## config.mk

```make
export PLATFORM = sky130hd
export DESIGN_NAME = masked_encoder_flat
export DESIGN_NICKNAME = d
export VERILOG_FILES = /design/src/rtl/masked_encoder_if.sv /design/src/rtl/masked_encoder.sv /design/src/flat_wrapper.sv
export SDC_FILE = /design/constraint.sdc
export NUM_CORES = 1
export LEC_CHECK = 0
export BUFFER_PORTS_ARGS = -buffer_cell sky130_fd_sc_hd__buf_2
export CORE_MARGIN = 3
export CORE_UTILIZATION = 50
export CTS_BUF_LIST = sky130_fd_sc_hd__clkbuf_16
export DETAILED_ROUTE_END_ITERATION = 7
export GPL_TIMING_DRIVEN = 0
export PLACE_DENSITY = 0.77
export SETUP_SLACK_MARGIN = 0.1
export SYNTH_ARGS = -nofsm -noshare
export SYNTH_HDL_FRONTEND = slang
export SYNTH_SLANG_ARGS = --single-unit
```

## constraint.sdc

```tcl
create_clock -name in_clock -period 1.7 [get_ports in_clock]
set_clock_uncertainty 0.2 [all_clocks]
set_input_delay 0.17 -clock in_clock [delete_from_list [all_inputs] [get_ports in_clock]]
set_output_delay 0.17 -clock in_clock [all_outputs]
set_load 0.02 [all_outputs]
```

## src/rtl/masked_encoder_if.sv

```systemverilog
// Handshake bundle for masked_encoder: plaintext in, randomness in, shares out.
// The master modport is the encoder side; slave is the surrounding environment.
interface masked_encoder_if #(
    parameter int NUM_SHARES = 2,
    parameter int WIDTH      = 8
);
    logic [WIDTH-1:0]            in_data;
    logic                        in_data_valid;
    logic                        out_data_ready;
    logic [WIDTH-1:0]            in_rnd;
    logic                        in_rnd_valid;
    logic                        out_rnd_ready;
    logic [NUM_SHARES*WIDTH-1:0] out_shares;
    logic                        out_shares_valid;
    logic                        in_shares_ready;
    logic                        out_rnd_error;

    modport master (
        input  in_data, in_data_valid, in_rnd, in_rnd_valid, in_shares_ready,
        output out_data_ready, out_rnd_ready, out_shares, out_shares_valid, out_rnd_error
    );

    modport slave (
        output in_data, in_data_valid, in_rnd, in_rnd_valid, in_shares_ready,
        input  out_data_ready, out_rnd_ready, out_shares, out_shares_valid, out_rnd_error
    );
endinterface

```

## src/rtl/masked_encoder.sv

```systemverilog
// Splits a plaintext word into NUM_SHARES Boolean shares using RNG beats.
// Optional zero-beat RNG check: define MASKED_ENCODER_RND_CHECK_EN.
module masked_encoder #(
    parameter int NUM_SHARES = 2,
    parameter int WIDTH      = 8
) (
    input  logic          in_clock,
    input  logic          in_reset_n,
    masked_encoder_if.master bus
);
    localparam int CW = $clog2(NUM_SHARES);
    localparam logic [CW-1:0] LAST = CW'(NUM_SHARES - 2);

    typedef enum logic [1:0] {IDLE, GATHER, OUTPUT} state_t;

    state_t state, state_nxt;

    logic data_rdy_q, rnd_rdy_q, vld_q;
    logic data_hs, rnd_hs, shares_hs, last_beat;

    logic [WIDTH-1:0]                        acc;
    logic [CW-1:0]                           cnt;
    logic [NUM_SHARES-2:0][WIDTH-1:0]        rnd_reg, rnd_nxt;
    logic [NUM_SHARES-1:0][WIDTH-1:0]        shares_q, shares_nxt;

    assign data_hs   = bus.in_data_valid   & data_rdy_q;
    assign rnd_hs    = bus.in_rnd_valid    & rnd_rdy_q;
    assign shares_hs = bus.in_shares_ready & vld_q;
    assign last_beat = rnd_hs && (cnt == LAST);

    always_comb begin
        state_nxt = state;
        case (state)
            IDLE:    if (data_hs)   state_nxt = GATHER;
            GATHER:  if (last_beat) state_nxt = OUTPUT;
            OUTPUT:  if (shares_hs) state_nxt = IDLE;
            default: state_nxt = IDLE;
        endcase
    end

    // The beat arriving this cycle is folded in so the completing beat lands
    // straight in the share register without waiting a cycle.
    always_comb begin
        rnd_nxt = rnd_reg;
        for (int i = 0; i < NUM_SHARES - 1; i++)
            if (cnt == CW'(i)) rnd_nxt[i] = bus.in_rnd;
    end

    assign shares_nxt = {acc ^ bus.in_rnd, rnd_nxt};

    // Handshake flags are registered from next state so outputs never see inputs.
    always_ff @(posedge in_clock) begin
        if (!in_reset_n) begin
            state      <= IDLE;
            data_rdy_q <= 1'b0;
            rnd_rdy_q  <= 1'b0;
            vld_q      <= 1'b0;
            acc        <= '0;
            cnt        <= '0;
            rnd_reg    <= '0;
            shares_q   <= '0;
        end else begin
            state      <= state_nxt;
            data_rdy_q <= (state_nxt == IDLE);
            rnd_rdy_q  <= (state_nxt == GATHER);
            vld_q      <= (state_nxt == OUTPUT);
            if (data_hs) begin
                acc <= bus.in_data;
                cnt <= '0;
            end
            if (rnd_hs) begin
                rnd_reg <= rnd_nxt;
                acc     <= acc ^ bus.in_rnd;
                cnt     <= cnt + 1'b1;
            end
            if (last_beat) shares_q <= shares_nxt;
        end
    end

    assign bus.out_data_ready   = data_rdy_q;
    assign bus.out_rnd_ready    = rnd_rdy_q;
    assign bus.out_shares_valid = vld_q;
    assign bus.out_shares       = shares_q;

`ifdef MASKED_ENCODER_RND_CHECK_EN
    logic err_q;
    always_ff @(posedge in_clock) begin
        if (!in_reset_n)                       err_q <= 1'b0;
        else if (rnd_hs && bus.in_rnd == '0)   err_q <= 1'b1;
    end
    assign bus.out_rnd_error = err_q;
`else
    assign bus.out_rnd_error = 1'b0;
`endif
endmodule

```

## src/flat_wrapper.sv

```systemverilog
// flat-port wrapper written by rule: the top's interface ports become plain ports
module masked_encoder_flat 
#(
    parameter int NUM_SHARES = 2,
    parameter int WIDTH      = 8
)
  (in_clock, in_reset_n, bus_in_data, bus_in_data_valid, bus_in_rnd, bus_in_rnd_valid, bus_in_shares_ready, bus_out_data_ready, bus_out_rnd_ready, bus_out_shares, bus_out_shares_valid, bus_out_rnd_error);
  masked_encoder_if #(.NUM_SHARES(NUM_SHARES), .WIDTH(WIDTH)) bus_i ();
  input  logic in_clock;
  input  logic in_reset_n;
  input wire logic [$bits(bus_i.in_data)-1:0] bus_in_data;
  input wire logic [$bits(bus_i.in_data_valid)-1:0] bus_in_data_valid;
  input wire logic [$bits(bus_i.in_rnd)-1:0] bus_in_rnd;
  input wire logic [$bits(bus_i.in_rnd_valid)-1:0] bus_in_rnd_valid;
  input wire logic [$bits(bus_i.in_shares_ready)-1:0] bus_in_shares_ready;
  output wire logic [$bits(bus_i.out_data_ready)-1:0] bus_out_data_ready;
  output wire logic [$bits(bus_i.out_rnd_ready)-1:0] bus_out_rnd_ready;
  output wire logic [$bits(bus_i.out_shares)-1:0] bus_out_shares;
  output wire logic [$bits(bus_i.out_shares_valid)-1:0] bus_out_shares_valid;
  output wire logic [$bits(bus_i.out_rnd_error)-1:0] bus_out_rnd_error;
  assign bus_i.in_data = bus_in_data;
  assign bus_i.in_data_valid = bus_in_data_valid;
  assign bus_i.in_rnd = bus_in_rnd;
  assign bus_i.in_rnd_valid = bus_in_rnd_valid;
  assign bus_i.in_shares_ready = bus_in_shares_ready;
  assign bus_out_data_ready = bus_i.out_data_ready;
  assign bus_out_rnd_ready = bus_i.out_rnd_ready;
  assign bus_out_shares = bus_i.out_shares;
  assign bus_out_shares_valid = bus_i.out_shares_valid;
  assign bus_out_rnd_error = bus_i.out_rnd_error;
  masked_encoder #(.NUM_SHARES(NUM_SHARES), .WIDTH(WIDTH)) u_core (.in_clock(in_clock), .in_reset_n(in_reset_n), .bus(bus_i));
endmodule
```

==> impl_results.md <==
- Die area: 3550 µm²
- PD cells: 970 nW/µm²
- PortBufs: 39
- Cell with the most instances after synthesis: dfxtp_1
- Top-area cell type share of the netlist area: 0.419
- Final Hold Vio Count: 0
- Hold slack: 0.0418 ns
- Ports: 41
- Avg Inst Size Synth: 9.37 µm²
- Maximum buffer depth of the clock tree: 2
- Die Height: 59.6 µm
- Kind of start point of the critical path: flop
- Area contributors post-synth: dfxtp_1, and3b_1, nand4b_1, xnor2_1, nand2_1
- Critical Path AT: 1.35 ns
- Worst EP required: 1.64 ns
- Core Area: 2590 µm²
- Netlist cell types: 27
- Routed wire length: 3790 µm
- Final Max Slew Viols: 0
- Clk slew on worst S/H paths: 0.05 ns
- Synth area leader: dfxtp_1
- RSZ-0062 raised after global routing: false
- CP Cell Sequence: buf_4, buf_4, and3b_1, o21ai_0, a31oi_1
- Total track usage: 0.240
- Mapped Area: 1430 µm²
- Gpl congestion: 0.789
- CTS buffer count: 5
- DRT Pass-1 Iters: 5
- Critical path's slowest cell: dfxtp_1
- Slowest stage delay, CP: 0.31 ns
- DR vias: 1387
- VDD IR max: 0.00113 V
- Critical Path Sink Type: flop
- Worst Hold Class: in -> reg
- Most frequent cells after synthesis: dfxtp_1, nand2_1, a21oi_1
- Mux cell area share after synthesis: 0
- Routed len/inst: 15.4 µm
- Final net count: 236
- Post-CTS setup buffer count: 0
- CP bufs+invs: 2
- Post-synthesis sequential area ratio: 0.419
- Via density: 5.64
- Endpoints failing setup: 0
- Final Cell Area: 1960 µm²
- DP Wirelength: 2510 µm
- Post-Syn Instances: 153
- Tcrit/Tclk final: 0.830
- Simple-gate share of the synthesized area: 0.243
- CTS Sinks: 30
- Crit Path Max Fanout: 10
- Max_cap viols: 0
- Post-synthesis register bit count: 30
- Setup CP Type: reg -> reg
- Rel. slew slack: 0.665
- Layout Area Growth over Synthesis: 37.0%
- Post-DP Area: 1670 µm²
- Largest family of logic cells by synthesized area: simple AND/OR/NAND/NOR gates
- Largest net degree at the start of global routing: 11
- Clk_lat worst skew: 0.28 ns
- CTS tree: yes
- Fin crit period: 1.41 ns
- DRC Markers: 0
- Vias in the first global route: 1332
- Static Leak: 0.828 nW
- Worst-Margin Slew: 0.503 ns
- CP top delay family: buffers and inverters
- Post-Syn Nets: 174
- Layout cells sized above 1: 0.306
- XOR/XNOR share of the synthesized area: 0.0489
- Setup TNS Final: 0 ns
- Number of diodes: 0
- Core Rows: 18
- First-pass GRT wire length: 6200 µm
- EDFF count, synth: 0
- Status: finished, final reports clean
- H-tree levels: 2
- Synth Area in Adders: 0
- F_max: 708 MHz
- DRT iter0 DRCs: 57
- FFs w/ async S/R, synth: 0
- Synth Flop Type: dfxtp_1
- ANT nets after route: 0
- Initial core utilization: 0.554
- Crit-path most repeated cell: buf_4
- Area fraction in compound gates after synthesis: 0.212
- Gr ovfl total: 0
- Synthesis Warnings: 0
- Root buffer cell: clkbuf_16
- Die Width: 59.6 µm
- Initial antenna violation count: 0
## repair_timing
action                    4_1_cts  5_1_grt
hold endpoints to repair       16        0
hold buffers                   16        0
resized for setup               0        0
## per-stage QoR
step	cells	setup WS, ns	util	power [mW]
after detailed placement	222	0.287	0.643	1.06
after floorplan	153	0.256	-	0.971
after global routing	246	0.214	0.758	1.98
final	246	0.288	0.758	1.90
after CTS	246	0.281	0.758	1.91
after global placement	222	0.327	0.643	1.05
## logic make-up (layout without fill, tap and decap cells)
family / after synthesis / count (layout)
and+or+nand+nor: 59 / 59
other: 1 / 1
buffers and inverters: 15 / 78
AOI/OAI and AO/OA: 40 / 40
DFF: 30 / 30
xor gates and xnor gates: 8 / 8
## layout make-up
class / instances / area (µm²)
Clock inverter: 3 / 12.5
Clock buffer: 5 / 125
Inverter: 1 / 3.75
Fill cell: 206 / 626
Buffer: 14 / 104
Multi-Input combinational cell: 108 / 726
Sequential cell: 30 / 601
Timing Repair Buffer: 55 / 355
Tap cell: 30 / 37.5
## tightest hold or removal path, delay by kind of cell
| family | cells | cell delay (ns) |
|---|---|---|
| compound gates | 1 | 0.07 |
| buf+inv | 1 | 0.09 |
| simple gates | 2 | 0.14 |
## sequential cells by signal, summed over array words and instances, names as in the netlist
register,flops
u_core.bus.out_rnd_ready,1
u_core.bus.out_shares_valid,1
u_core.bus.out_data_ready,1
u_core.bus.out_shares,16
u_core.acc,8
u_core.cnt,1
u_core.state,2
## routing by layer
metal / share of wire / vias to the layer above / track usage / wire [µm]
met3: 0.071 / 12 / 0.0871 / 268
li1: - / 671 / - / -
met5: 0 / - / 0 / 0
met2: 0.48 / 61 / 0.379 / 1830
met4: 0.027 / 0 / 0.133 / 104
met1: 0.42 / 643 / 0.281 / 1590
## power by group
part / switching [mW] / internal, mW
Sequential: 0.0312 / 0.743
Combinational: 0.162 / 0.145
Clock: 0.296 / 0.527
## worst paths after layout
path,slack [ns],to,startpoint,cells past startpoint
hold / removal,0.04,u_core.bus.out_shares_valid,bus_in_shares_ready,4
setup / recovery,0.29,u_core.acc[0],u_core.bus.out_rnd_ready,5
hold reg to reg,0.26,u_core.bus.out_shares[7],u_core.bus.out_shares[7],2
setup reg to reg,0.29,u_core.acc[0],u_core.bus.out_rnd_ready,5
## cell usage in the layout (no fill, tap or decap)
| master | Yosys | layout |
|---|---|---|
| nor2_1 | 9 | 9 |
| xnor2_1 | 8 | 8 |
| buf_6 | 4 | 4 |
| nand3b_1 | 1 | 1 |
| dfxtp_1 | 30 | 30 |
| conb_1 | 1 | 1 |
| inv_1 | 1 | 2 |
| a211oi_2 | 2 | 2 |
| a21oi_1 | 12 | 12 |
| and3b_1 | 9 | 9 |
| nand4b_1 | 8 | 8 |
| a31oi_1 | 8 | 8 |
| a2111oi_4 | 2 | 2 |
| o21ai_0 | 8 | 8 |
| buf_4 | 5 | 5 |
| dlygate4sd3_1 | 0 | 16 |
| nand2_1 | 18 | 18 |
| a21o_1 | 1 | 1 |
| a22oi_4 | 1 | 1 |
| nor2_2 | 1 | 1 |
| or3_1 | 1 | 1 |
| clkbuf_16 | 0 | 5 |
| a211oi_1 | 6 | 6 |
| clkinv_1 | 0 | 1 |
| clkbuf_1 | 3 | 3 |
| nand2_2 | 1 | 1 |
| clkinv_2 | 0 | 1 |
| and2_4 | 1 | 1 |
| nand3_1 | 8 | 8 |
| nand3b_2 | 2 | 2 |
| buf_2 | 2 | 41 |
Note: power is estimated with default switching activity, not from simulation.
